$ cat src/rtl/dht11_scheduler.sv
// DHT11 measurement scheduler: periodic or forced triggering, response timeout,
// checksum validation with bounded retries, and publication of validated readings.
module dht11_scheduler #(
    parameter int unsigned SAMPLE_PERIOD  = 200_000_000,
    parameter int unsigned TIMEOUT_CYCLES = 10_000_000,
    parameter int unsigned RETRY_GAP      = 100_000_000,
    parameter int unsigned MAX_RETRY      = 3
) (
    input  logic        CLK,
    input  logic        RST_N,
    input  logic        enable,
    input  logic        force_req,
    output logic        rd_start,
    input  logic        rd_done,
    input  logic        rd_error,
    input  logic [39:0] rd_data,
    output logic [7:0]  hum_int,
    output logic [7:0]  hum_float,
    output logic [7:0]  tmp_int,
    output logic [7:0]  tmp_float,
    output logic        valid,
    output logic        new_sample,
    output logic        fault,
    output logic [7:0]  err_cnt,
    output logic        busy
);

    localparam int RETRY_W = (MAX_RETRY > 0) ? $clog2(MAX_RETRY + 1) : 1;
    localparam logic [RETRY_W-1:0] RETRY_LIMIT = RETRY_W'(MAX_RETRY);
    localparam logic [RETRY_W-1:0] RETRY_ONE   = RETRY_W'(1);

    // Terminal timer values; the timer reads 0 in the first cycle of each state.
    localparam logic [31:0] PERIOD_LAST  = (SAMPLE_PERIOD  > 0) ? 32'(SAMPLE_PERIOD - 1)  : 32'd0;
    localparam logic [31:0] GAP_LAST     = (RETRY_GAP      > 0) ? 32'(RETRY_GAP - 1)      : 32'd0;
    localparam logic [31:0] TIMEOUT_LAST = (TIMEOUT_CYCLES > 1) ? 32'(TIMEOUT_CYCLES - 2) : 32'd0;

    typedef enum logic [2:0] {
        S_IDLE,
        S_TRIG,
        S_WAIT_RD,
        S_CHECK,
        S_FAIL,
        S_GAP,
        S_WAIT_PERIOD
    } state_t;

    state_t              state;
    state_t              state_next;
    logic [31:0]         timer;
    logic [39:0]         frame;
    logic [RETRY_W-1:0]  retry;
    logic [7:0]          csum;
    logic                csum_ok;

    assign csum    = frame[39:32] + frame[31:24] + frame[23:16] + frame[15:8];
    assign csum_ok = (csum == frame[7:0]);

    always_ff @(posedge CLK or negedge RST_N) begin
        if (!RST_N) begin
            state <= S_IDLE;
        end else begin
            // NOTE: state elements use non-blocking assignments so every register
            // samples the pre-edge values, independent of block ordering.
            state <= state_next;
        end
    end

    always_comb begin
        // NOTE: the default keeps the current state on every path, so no latch is inferred.
        state_next = state;
        unique case (state)
            S_IDLE: begin
                if (enable) state_next = S_TRIG;
            end
            S_TRIG: begin
                state_next = S_WAIT_RD;
            end
            S_WAIT_RD: begin
                // A protocol error outranks a simultaneous completion.
                if (rd_error)                   state_next = S_FAIL;
                else if (rd_done)               state_next = S_CHECK;
                else if (timer >= TIMEOUT_LAST) state_next = S_FAIL;
            end
            S_CHECK: begin
                if (!csum_ok)    state_next = S_FAIL;
                else if (enable) state_next = S_WAIT_PERIOD;
                else             state_next = S_IDLE;
            end
            S_FAIL: begin
                if (!enable)                  state_next = S_IDLE;
                else if (retry < RETRY_LIMIT) state_next = S_GAP;
                else                          state_next = S_WAIT_PERIOD;
            end
            S_GAP: begin
                if (!enable)                state_next = S_IDLE;
                else if (timer >= GAP_LAST) state_next = S_TRIG;
            end
            S_WAIT_PERIOD: begin
                if (!enable)                               state_next = S_IDLE;
                else if (force_req || timer >= PERIOD_LAST) state_next = S_TRIG;
            end
            default: begin
                state_next = S_IDLE;
            end
        endcase
    end

    // Outputs are registered from the next state so they line up with the state itself.
    always_ff @(posedge CLK or negedge RST_N) begin
        if (!RST_N) begin
            timer      <= '0;
            // NOTE: the capture register is reset as well, so the checksum never sees X.
            frame      <= '0;
            retry      <= '0;
            rd_start   <= 1'b0;
            busy       <= 1'b0;
            new_sample <= 1'b0;
            hum_int    <= '0;
            hum_float  <= '0;
            tmp_int    <= '0;
            tmp_float  <= '0;
            valid      <= 1'b0;
            fault      <= 1'b0;
            err_cnt    <= '0;
        end else begin
            timer      <= (state_next != state) ? 32'd0 : timer + 32'd1;
            rd_start   <= (state_next == S_TRIG);
            busy       <= state_next inside {S_TRIG, S_WAIT_RD, S_CHECK, S_FAIL};
            new_sample <= 1'b0;

            if (state == S_WAIT_RD && rd_done && !rd_error) begin
                frame <= rd_data;
            end

            if (state == S_CHECK && csum_ok) begin
                hum_int    <= frame[39:32];
                hum_float  <= frame[31:24];
                tmp_int    <= frame[23:16];
                tmp_float  <= frame[15:8];
                valid      <= 1'b1;
                new_sample <= 1'b1;
                fault      <= 1'b0;
                retry      <= '0;
            end

            if (state == S_FAIL) begin
                if (err_cnt != 8'hFF) err_cnt <= err_cnt + 8'd1;
                if (retry < RETRY_LIMIT) begin
                    retry <= retry + RETRY_ONE;
                end else begin
                    fault <= 1'b1;
                    retry <= '0;
                end
            end

            // Leaving the schedule forgets any retry history.
            if (state_next == S_IDLE) begin
                retry <= '0;
            end
        end
    end

endmodule
$ cat config.mk
export PLATFORM = sky130hd
export DESIGN_NAME = dht11_scheduler
export DESIGN_NICKNAME = d
export VERILOG_FILES = /design/src/rtl/dht11_scheduler.sv
export SDC_FILE = /design/constraint.sdc
export NUM_CORES = 1
export LEC_CHECK = 0
export ABC_AREA = 0
export CORE_MARGIN = 4
export CORE_UTILIZATION = 54
export CTS_CLUSTER_SIZE = 12
export DETAILED_ROUTE_END_ITERATION = 10
export PLACE_DENSITY = 0.9
export SLEW_MARGIN = 20
export SYNTH_ARGS = -nofsm -noshare
export SYNTH_HDL_FRONTEND = slang
export SYNTH_SLANG_ARGS = --single-unit
$ cat constraint.sdc
create_clock -name CLK -period 5.3 [get_ports CLK]
set_input_delay 0.53 -clock CLK [delete_from_list [all_inputs] [get_ports CLK]]
set_output_delay 0.53 -clock CLK [all_outputs]
set_load 0.02 [all_outputs]
Word level (Yosys, flattened, before mapping). Index checks and enable logic that the tools add are counted.

$add $sub $neg: 6. Magnitude comparators: 4. Eq/ne operators: 13. Mux-type cells: 22. Reduce and logical (&&, ||, !) cells: 10.

Operators with widths (number): 3-bit 2-to-1 mux (11); 32-bit by 1-bit adder with 32-bit output, second input constant (1); 32-bit by 24-bit >= comparator with 1-bit output, second input constant (1); 32-bit by 27-bit >= comparator with 1-bit output, second input constant (1); 32-bit by 28-bit >= comparator with 1-bit output, second input constant (1); 32-bit 2-to-1 mux (1); 8-bit adder (3); 3-bit case mux with 7 select lines (1); 3-bit by 2-bit == test with 1-bit output, second input constant (4); 3-bit == test, second input constant (4); 2-bit 2-to-1 mux (5); 8-bit by 1-bit adder with 8-bit output, second input constant (1); 8-bit == test (1); 8-bit inequality test, second input constant (1); 3-bit by 1-bit == test with 1-bit output, second input constant (2); 3-bit zero test (2); 1-bit 2-to-1 mux (4); 4-bit nonzero test (1); 1-bit logical AND (3); 3-bit inequality test (1); 3-bit nonzero test (1); 2-bit by 1-bit adder with 2-bit output, second input constant (1); 2-bit < comparator, second input constant (1); 2-bit AND reduction (1); other kinds (2) (2).

Register bits: 122. Input port bits: 46. Output and inout bits: 45. Word-level logic and storage cells: 69.

Longest topological paths before layout. Gate-level depths: netlist (run 1).

Word-level depth: 8. Mapped depth: 15. Depth with buffers taken out: 14.

Worst setup path after synthesis (run 1). No wires, ideal clock.

Kind: register to register. Start point: register frame[9]. End point: register hum_float[3]. Library setup time: 125 ps. Data arrival time: 3677 ps. Data required time: 5175 ps. Path slack: 1499 ps. Cell stages (with the launch flop): 16. Period minus slack after synthesis: 3801 ps. Path through: dfrtp_1 fa_1 inv_1 fa_1 inv_1 ha_1 fa_1 nand3_1 nand2_1 a31oi_1 xnor2_1 or4_1 buf_6 inv_8 buf_12 mux2_2.

Word-level cells in the longest chain between the ends: 3.

RTL lines: from (decl) (RTL line 50) `logic [39:0] frame;`; from (signal assigned) (RTL line 132) `frame <= rd_data;`; 8-bit adder (RTL line 55) `assign csum = frame[39:32] + frame[31:24] + frame[23:16] + frame[15:8];`; 8-bit == test (RTL line 56) `assign csum_ok = (csum == frame[7:0]);`; 1-bit logical AND (RTL line 135) `if (state == S_CHECK && csum_ok) begin`; to (signal assigned) (RTL line 137) `hum_float <= frame[31:24];`; to (decl) (RTL line 18) `output logic [7:0] hum_float,`.

Every way passes these cells. A chain may end at the register's enable or synchronous reset.

Final worst setup path (run 1).
Start point: register frame[9]. End point: register tmp_int[2].

Word-level cells in the longest chain between the ends: 3.

RTL lines: 8-bit adder (RTL line 55); 8-bit == test (RTL line 56); 1-bit logical AND (RTL line 135); to (signal assigned) (RTL line 138) `tmp_int <= frame[23:16];`; to (decl) (RTL line 19) `output logic [7:0] tmp_int,`.

Every way passes these cells.

==> results by group, run 1 <==
Setup path
  • WS Path Type: flop to flop
  • Flop-to-flop setup slack: 0.94 ns
  • Critical Path Source Type: flop
  • CP endpoint kind: flop
  • WP data arrival: 4.76 ns
  • Crit-path max FO: 18
  • Critical path required time: approximately 5.7 ns

Finish
  • Share of layout cells above drive strength 1: 0.1672
  • Area growth syn-to-layout: 26.26%
  • Storage cell area: between 3000 and 4000 um2
  • Most frequent cells in the layout: dfrtp_1, clkdlybuf4s50_1, mux2_2, nor2_1
  • Diodes inserted: 0
  • Commonest non-fill, non-tap cell in the layout: dfrtp_1
  • Multi-input gate area: 2765 um2
  • Fill cells: 718
  • Final-stage net count: 681

Timing
  • Final min period: 4.360 ns
  • Setup ws final: 0.9400 ns
  • Final period util: 0.8226
  • Setup TNS Final: 0 ns
  • Slew headroom: 0.3194
  • Final hold violations: 0
  • F_max: 229.4 MHz
  • Final Max Slew Viols: 0
  • Final setup fails: 0
  • RSZ-0062 raised after global routing: no
  • Worst Skew: 0.01113 ns
  • Actual slew at the worst max-slew pin: 1.021 ns

Synth
  • Fraction of registers with async set/reset: 1.000
  • Fraction of synthesized cell area in xor and xnor cells: 0.08119
  • Synth cell types: 47
  • Syn Area/Cell: approximately 12 um2
  • Largest family of logic cells by synthesized area: multiplexers
  • Sequential area share after synthesis: 0.5054
  • Post-synthesis compound-gate area fraction: 0.05427
  • Syn_nets: 586
  • Simple-gate portion of the synthesized area: 0.1218
  • #FFs+latches synth: ~120
  • Mux contribution to synthesized area: 0.1311
  • Post-synth EDFFs: 0
  • Synth Cell Area: 6041 um2
  • Syn Inst Count: between 500 and 600
  • Synth Flop Type: dfrtp_1
  • Yosys warnings: 0
  • Synth Area in Adders: 0.06918

CTS
  • Cts hold-fix bufs: 0
  • Clk slew on worst S/H paths: about 0.060 ns
  • Insertion delay to the later sink of the worst-skew pair: 0.53 ns
  • Max clock buf depth: 2
  • CTS resizes: 0
  • Post-CTS Repair Setup Buffers: 0
  • CTS tree: done
  • Total CTS buffers: 17
  • Root Driver: clkbuf_8
  • Clock Sinks: 122
  • H-tree depth: 4

Route
  • Drt wl/cell: approximately 18 um
  • DR vias: 4246
  • Number of remaining DRC errors: 0
  • Antenna Nets Post-Route: 0
  • Vias per cell: approximately 5.6
  • DRT Wirelength: 13.76 mm
  • 1st-iter DRT viols: 258
  • DRT Pass-1 Iters: 4

Power and ir drop
  • Internal power: between 3 and 4 mW
  • Sw power: roughly 1.9 mW
  • Post-layout power: just under 5 mW
  • PwrDens: between 600 and 700 nW/um2
  • Peak supply drop: 0.5395 mV
  • Leak: 3.342 nW
  • Gate power share: 0.474
  • Reg power frac: 0.281
  • Part of the power in the clock network: 0.245
  • Net switching fraction of the power: 0.3828

Global routing
  • Gr ovfl total: 0
  • GRT Total Usage: 0.2294
  • Initial antenna violation count: 0
  • First-pass GRT wire length: 23.07 mm
  • Largest net degree at the start of global routing: between 60 and 70
  • Vias in the first global route: 4643

Place
  • Number of port buffers: 90
  • Detailed placement HPWL: 9.254 mm
  • GP Congestion: around 0.86
  • Pre-CTS setup slack: 1.041 ns

Floorplanning
  • Total core area: 10890 um2
  • Starting Density: 0.5548
  • Ports: just over 90
  • Rows: 38
  • Die X: 113.8 um
  • Chip Height: 113.8 um
  • Die area: 12940 um2

Run
  • # Max-Cap Violations: 0

Min path
  • Hold Path Class: input pin to async pin

Outcome
  • Status: complete, no violations
critical path, cell delays in order, from the launching register on:
cell	delay, ns
dfrtp_1	0.41
fa_1	0.55
inv_1	0.07
fa_1	0.53
inv_1	0.05
ha_1	0.24
fa_1	0.43
nand3_1	0.12
nand2_1	0.10
a31oi_1	0.21
xnor2_1	0.10
or4_1	0.79
inv_8	0.27
mux2_2	0.39
layer usage:
layer,up-vias,wire (um),global-route usage
li1,1962,-,-
met1,2126,5717,0.2824
met2,130,7102,0.3828
met3,28,669,0.07427
met4,0,269,0.07772
met5,-,0,0
final timing paths:
kind | startpoint | endpoint | depth (start not counted)
hold / removal | RST_N | tmp_float[1] | 1
setup / recovery | frame[9] | tmp_int[2] | 13
hold reg to reg | valid | valid | 1
min in group CLK | valid | valid | 1
setup reg to reg | frame[9] | tmp_int[2] | 13
max in group asynchronous | RST_N | frame[29] | 2
state kept, by name (all words and copies together) (netlist names), 2 cells and up:
signal	count
retry	2
tmp_float	8
hum_float	8
hum_int	8
err_cnt	8
state	3
timer	32
tmp_int	8
frame	40
logic make-up after synthesis:
family,count (synthesis)
and+or+nand+nor,156
DFF,122
muxes,68
xor gates and xnor gates,56
AOI/OAI and AO/OA,47
buffers and inverters,41
adders and majority gates,25
cell usage after synthesis, types with 4 or more instances:
| cell type | n | area share |
|---|---|---|
| a21o_1 | 4 | 0.0050 |
| a21oi_1 | 13 | 0.011 |
| a31oi_1 | 4 | 0.0041 |
| and3_1 | 7 | 0.0072 |
| buf_6 | 4 | 0.0075 |
| clkbuf_1 | 11 | 0.0068 |
| dfrtp_1 | 122 | 0.51 |
| fa_1 | 14 | 0.046 |
| ha_1 | 11 | 0.023 |
| inv_1 | 23 | 0.014 |
| mux2_2 | 59 | 0.11 |
| mux2_4 | 7 | 0.017 |
| nand2_1 | 32 | 0.020 |
| nand2b_1 | 4 | 0.0041 |
| nand3_1 | 13 | 0.011 |
| nand4_1 | 11 | 0.011 |
| nor2_1 | 55 | 0.034 |
| nor3_1 | 15 | 0.012 |
| nor4_1 | 6 | 0.0062 |
| o21ai_0 | 7 | 0.0058 |
| xnor2_1 | 32 | 0.046 |
| xor2_1 | 24 | 0.035 |
power groups by stage:
| stage | logic [mW] | clock network, mW | registers [mW] |
|---|---|---|---|
| after floorplan | 1.70 | 0 | 1.36 |
| after global placement | 2.09 | 0 | 1.36 |
| after detailed placement | 2.21 | 0 | 1.38 |
| after CTS | 2.30 | 1.22 | 1.37 |
| after global routing | 2.55 | 1.26 | 1.40 |
| final | 2.32 | 1.20 | 1.38 |
through the flow:
stage	hold WS [ns]	std cells	area [um2]	utilization
floorplan	0.2344	515	6041	-
global placement	0.4740	731	7012	0.6440
detailed placement	0.4729	731	7012	0.6440
CTS	0.07244	762	7627	0.7005
global route	0.09352	762	7627	0.7005
finish	0.05181	762	7627	0.7005
area by class of cell:
| class | count | share of cell area |
|---|---|---|
| flip-flops and latches | 122 | 0.4003 |
| inverters | 24 | 0.01280 |
| repair buffers | 93 | 0.1207 |
| clock inverters | 10 | 0.02182 |
| multi-input cells | 352 | 0.3625 |
| well taps | 140 | 0.02297 |
| clock buffers | 21 | 0.05889 |
Power figures use the tool's default switching activity.
==> inputs of run 2 (changes only) <==
==> constraint.sdc (replaced) <==
create_clock -name CLK -period 4.1 [get_ports CLK]
set_input_delay 0.41 -clock CLK [delete_from_list [all_inputs] [get_ports CLK]]
set_output_delay 0.41 -clock CLK [all_outputs]
set_load 0.02 [all_outputs]
==> run 2 against run 1 <==
Compared with the run above:
- count of clock-buffer cells in the layout unchanged
- utilization grew 0.11 points
- sequential share of layout area decreased by 0.066 points
- non-clock buffer count rose by 2
- power increased by 32%
- largest cell class unchanged
- flip-flop and latch count stayed put
- first-iteration DRC count is 52% higher
==> results by group, run 2 (same netlist as run 1, synthesis figures left out) <==
Global routing
  • GR peak layer: met2
  • Vias in the first global route: between 4000 and 5000
  • GR Util met2: 0.3757
  • Largest net degree at the start of global routing: 123
  • Initial antenna violation count: 0
  • Gr ovfl total: 0
  • Met3 Usage GRT: 0.07109
  • GRT Total Usage: 0.2320
  • First-pass GRT wire length: roughly 23 mm
  • Grt met1 use: 0.2825

Finish
  • Commonest non-fill, non-tap cell in the layout: dfrtp_1
  • Multi-input gate area: 2774 um2
  • Area growth syn-to-layout: 26.47%
  • Storage cell area: ~3000 um2
  • Diodes inserted: 0
  • Largest register by flop count: frame
  • Fin cells: 765
  • Share of layout cells above drive strength 1: 0.1712
  • Most frequent cells in the layout: dfrtp_1, clkdlybuf4s50_1, mux2_2, nor2_1
  • Final-stage net count: about 700
  • Post-route cell area: 7640 um2
  • Largest regs: frame: 40 flops, timer: 32 flops
  • Largest register FFs: 40
  • Fill cells: 719

Floorplanning
  • Rows: 38
  • Die X: 113.8 um
  • Starting Density: 0.5548
  • Total core area: about 11000 um2
  • Chip Height: 113.8 um
  • Die area: 12940 um2
  • Ports: 91

Run
  • # Max-Cap Violations: 0

Min path
  • WHS Path Cells: 2
  • HP Start: rd_data[15]
  • Hold Path Class: input pin to flop
  • Worst Hold End: frame[15]

Timing
  • Actual slew at the worst max-slew pin: 0.6503 ns
  • Slew headroom: 0.5665
  • Final Max Slew Viols: 0
  • Final min period: 3.990 ns
  • Worst Skew: about 0.013 ns
  • Final period util: 0.9733
  • Final hold violations: 0
  • Setup TNS Final: 0 ns
  • Setup ws final: 0.1096 ns
  • F_max: 250.6 MHz
  • Final setup fails: 0

CTS
  • Insertion delay to the later sink of the worst-skew pair: approximately 0.55 ns
  • Root Driver: clkbuf_8
  • CTS tree: done
  • H-tree depth: 4
  • Clock Sinks: 122
  • Max clock buf depth: 2
  • Total CTS buffers: 17
  • Clk slew on worst S/H paths: 0.07 ns

Setup path
  • Critical Path Source Type: flop
  • CP endpoint kind: flop
  • Max stage delay on crit path: 0.54 ns
  • Critical path required time: 4.53 ns
  • CP Cell Sequence: fa_1 > inv_1 > fa_1 > inv_1 > ha_1 > fa_1 > xor2_1 > nor3_1 > nand4_1 > or4_4 > buf_6 > mux2_4
  • Worst R2R Path Depth: 12
  • WP data arrival: around 4.4 ns
  • Critical-path top delay cell: fa_1
  • WS Path Type: flop to flop
  • R2r startpoint: frame[9]
  • Crit-path most repeated cell: fa_1
  • Flop-to-flop setup slack: between 0.1 and 0.15 ns
  • Crit-path max FO: 23
  • Critical register-to-register path endpoint: tmp_float[3]

Power and ir drop
  • PwrDens: 844.8 nW/um2
  • Leak: 3.347 nW
  • Peak supply drop: 0.6943 mV

Route
  • DRT Wirelength: 14.02 mm
  • 1st-iter DRT viols: 391
  • Vias per cell: 5.626
  • Number of remaining DRC errors: 0
  • Antenna Nets Post-Route: 0
  • DR vias: 4304
  • Drt wl/cell: 18.33 um
  • DRT Pass-1 Iters: 5

Place
  • Dpl cell area: 7032 um2
  • Pre-CTS setup slack: 0.02697 ns
  • Detailed placement HPWL: between 9 and 10 mm
  • GP Congestion: around 0.9
  • Number of port buffers: 90
  • Dpl cells: 732

Outcome
  • Status: complete, no violations
run 2: what timing repair did:
action                                  4_1_cts  5_1_grt
pin swaps                                     0        0
hold endpoints to repair                    122        0
setup buffers                                 0        0
hold buffers                                  1        0
endpoints found under the setup margin        3       29
resized for setup                             1        2
run 2: area by class of cell:
cell class,instances,share of cell area
Tap cell,140,0.02293
Inverter,24,0.01277
Sequential cell,122,0.3996
Multi-Input combinational cell,352,0.3631
Clock inverter,11,0.01916
Clock buffer,21,0.05748
Timing Repair Buffer,95,0.1250
run 2: stage by stage:
| step | hold WS, ns | utilization | power [mW] |
|---|---|---|---|
| after floorplan | 0.1144 | - | 3.947 |
| after global placement | 0.4740 | 0.6458 | 4.463 |
| after detailed placement | 0.4947 | 0.6458 | 4.739 |
| after CTS | 0.4496 | 0.7009 | 6.357 |
| after global routing | 0.4659 | 0.7017 | 6.824 |
| final | 0.4750 | 0.7017 | 6.454 |
run 2: routing by layer:
metal	vias up	wire (um)
li1	1967	-
met1	2145	5695
met2	157	7146
met3	35	758
met4	0	419
met5	-	0
run 2: worst max path at each step:
stage | startpoint | end | slack (ns) | depth (start not counted)
2_1_floorplan | frame[9] | hum_float[3] | 0.30 | 15
3_5_place_dp | frame[9] | tmp_float[3] | 0.03 | 13
6_report | frame[9] | tmp_float[3] | 0.11 | 12
4_1_cts | frame[9] | tmp_float[3] | 0.04 | 13
5_1_grt | frame[9] | retry[0] | -0.02 | 13
3_3_place_gp | frame[9] | hum_int[7] | 0.20 | 13
run 2: power by group:
| part | switching, mW | total [mW] | internal [mW] |
|---|---|---|---|
| registers | 0.295 | 1.78 | 1.49 |
| logic | 1.76 | 3.17 | 1.41 |
| clock network | 0.561 | 1.50 | 0.941 |
run 2: critical path: cells and delay by family (launching register included):
family / cells / cell delay [ns]
flip-flops: 1 / 0.42
buffers and inverters: 3 / 0.32
multiplexers: 1 / 0.31
adder cells (fa/ha/maj): 4 / 1.73
XOR/XNOR: 1 / 0.19
AND/OR/NAND/NOR: 3 / 0.88
==> inputs of run 3 (changes only) <==
--- a/config.mk
+++ b/config.mk
@@ -7,10 +7,10 @@
 export LEC_CHECK = 0
 export ABC_AREA = 0
 export CORE_MARGIN = 4
-export CORE_UTILIZATION = 54
+export CORE_UTILIZATION = 44
 export CTS_CLUSTER_SIZE = 12
 export DETAILED_ROUTE_END_ITERATION = 10
-export PLACE_DENSITY = 0.9
+export PLACE_DENSITY = 0.77
 export SLEW_MARGIN = 20
 export SYNTH_ARGS = -nofsm -noshare
 export SYNTH_HDL_FRONTEND = slang
==> run 3 against run 2 <==
Compared with the run above:
- worst setup slack better by 0.078 ns
- count of clock-buffer cells in the layout unchanged
- utilization down 13 points
- die area up 21%
- hold slack worse by 0.43 ns
==> results by group, run 3 (same netlist as run 1, synthesis figures left out) <==
Setup path
  • Worst R2R Path Depth: 13
  • WP data arrival: 4.21 ns
  • Critical path required time: 4.40 ns
  • Crit-path max FO: 20
  • WS Path Type: flop to flop
  • R2r startpoint: frame[9]
  • Max stage delay on crit path: 0.54 ns
  • Critical Path Source Type: flop
  • Delay-heaviest family, CP: adder cells
  • WP buf/inv: 3
  • Critical register-to-register path endpoint: tmp_float[5]
  • Critical-path top delay cell: fa_1
  • Critical path origin: frame[9]
  • Crit-path most repeated cell: fa_1
  • CP endpoint kind: flop
  • Flop-to-flop setup slack: between 0.15 and 0.2 ns
  • CP Cell Sequence: fa_1 > inv_1 > fa_1 > inv_1 > ha_1 > fa_1 > nand3_1 > nand2_1 > a31oi_1 > xnor2_1 > or4_4 > buf_4 > mux2_4

CTS
  • H-tree depth: 4
  • Total CTS buffers: 17
  • Root Driver: clkbuf_16
  • CTS tree: done
  • Max clock buf depth: 2
  • Cts hold-fix bufs: 0
  • Clock Sinks: approximately 120
  • Clk slew on worst S/H paths: 0.06 ns
  • Insertion delay to the later sink of the worst-skew pair: 0.41 ns

Finish
  • Fin cells: 803
  • Diodes inserted: 0
  • Share of layout cells above drive strength 1: 0.1738
  • Commonest non-fill, non-tap cell in the layout: dfrtp_1
  • Largest regs: frame: 40 flops, timer: 32 flops
  • Most frequent cells in the layout: dfrtp_1, clkdlybuf4s50_1, mux2_2, nor2_1
  • Largest register by flop count: frame
  • Largest register FFs: 40
  • Area growth syn-to-layout: 27.26%
  • Final-stage net count: between 600 and 700

Place
  • GP Congestion: ~0.84
  • Number of port buffers: 90
  • Dpl cells: roughly 770
  • Detailed placement HPWL: between 9 and 10 mm
  • Pre-CTS setup slack: between 0.08 and 0.09 ns

Route
  • DRT Wirelength: 12.78 mm
  • Antenna Nets Post-Route: 0
  • Number of remaining DRC errors: 0
  • Drt wl/cell: about 16 um
  • Vias per cell: 5.182
  • 1st-iter DRT viols: 309
  • DRT Pass-1 Iters: 4
  • DR vias: 4161

Timing
  • RSZ-0062 raised after global routing: no
  • Final setup fails: 0
  • F_max: 255.6 MHz
  • Final hold violations: 0
  • Actual slew at the worst max-slew pin: 0.6832 ns
  • Setup TNS Final: 0 ns
  • Worst Skew: 0.005713 ns
  • Final period util: 0.9542
  • Final Max Slew Viols: 0
  • Setup ws final: 0.1879 ns
  • Final min period: between 3 and 4 ns
  • Slew headroom: 0.5446

Global routing
  • Gr ovfl total: 0
  • Vias in the first global route: between 4000 and 5000
  • Initial antenna violation count: 0
  • Largest net degree at the start of global routing: 55
  • First-pass GRT wire length: 21.79 mm
  • GRT Total Usage: 0.1733

Outcome
  • Status: complete, no violations

Floorplanning
  • Die X: 125.2 um
  • Ports: 91
  • Total core area: 13350 um2
  • Chip Height: 125.2 um
  • Die area: 15670 um2
  • Starting Density: 0.4526
  • Rows: 42

Min path
  • Hold Path Class: input pin to async pin

Power and ir drop
  • PwrDens: between 700 and 800 nW/um2
  • Leak: 3.355 nW
  • Peak supply drop: ~0.5 mV

Run
  • # Max-Cap Violations: 0
run 3: cell types whose count changed in the layout (fill, tap and decap cells not counted), sizes merged:
cell	before	now
dlygate4sd3	1	0
buf	5	8
run 3: area by class of cell:
type / count / area [um2]
Timing Repair Buffer: 97 / 950.9
Sequential cell: 122 / 3053
Clock inverter: 11 / 146.4
Inverter: 24 / 97.59
Clock buffer: 21 / 450.4
Tap cell: 176 / 220.2
Fill cell: 1131 / 5660
Multi-Input combinational cell: 352 / 2769
run 3: layer usage:
metal  share of wire  track usage  vias up
li1                -            -     1965
met1            0.44       0.2258     2045
met2            0.48       0.2730      127
met3           0.058      0.05416       24
met4           0.021      0.06633        0
met5               0            0        -
run 3: power by group:
group / leakage, nW / internal (mW) / switching (mW)
Combinational: 1.46 / 1.39 / 1.45
Clock: 0.287 / 0.970 / 0.533
Sequential: 1.60 / 1.49 / 0.269
run 3: metrics by stage:
| stage | hold slack [ns] | utilization | power [mW] | instance area, um2 |
|---|---|---|---|---|
| after floorplan | 0.1144 | - | 3.947 | 6041 |
| after CTS | 0.05164 | 0.5756 | 6.154 | 7684 |
| final | 0.04077 | 0.5759 | 6.093 | 7687 |
| after global placement | 0.4544 | 0.5309 | 4.503 | 7087 |
| after detailed placement | 0.4583 | 0.5309 | 4.617 | 7087 |
| after global routing | 0.08696 | 0.5759 | 6.594 | 7687 |
run 3: worst max path at each step:
stage	endpoint	slack, ns	cells after the start
4_1_cts	tmp_float[2]	0.08	13
6_report	tmp_float[5]	0.19	13
3_5_place_dp	tmp_float[3]	0.08	13
3_3_place_gp	tmp_float[5]	0.19	12
5_1_grt	retry[0]	0.04	14
2_1_floorplan	hum_float[3]	0.30	15
run 3: timing repair:
action	CTS	global route
resized for setup	0	1
endpoints found under the setup margin	0	26
hold endpoints to repair	0	0
buffers inserted	0	0
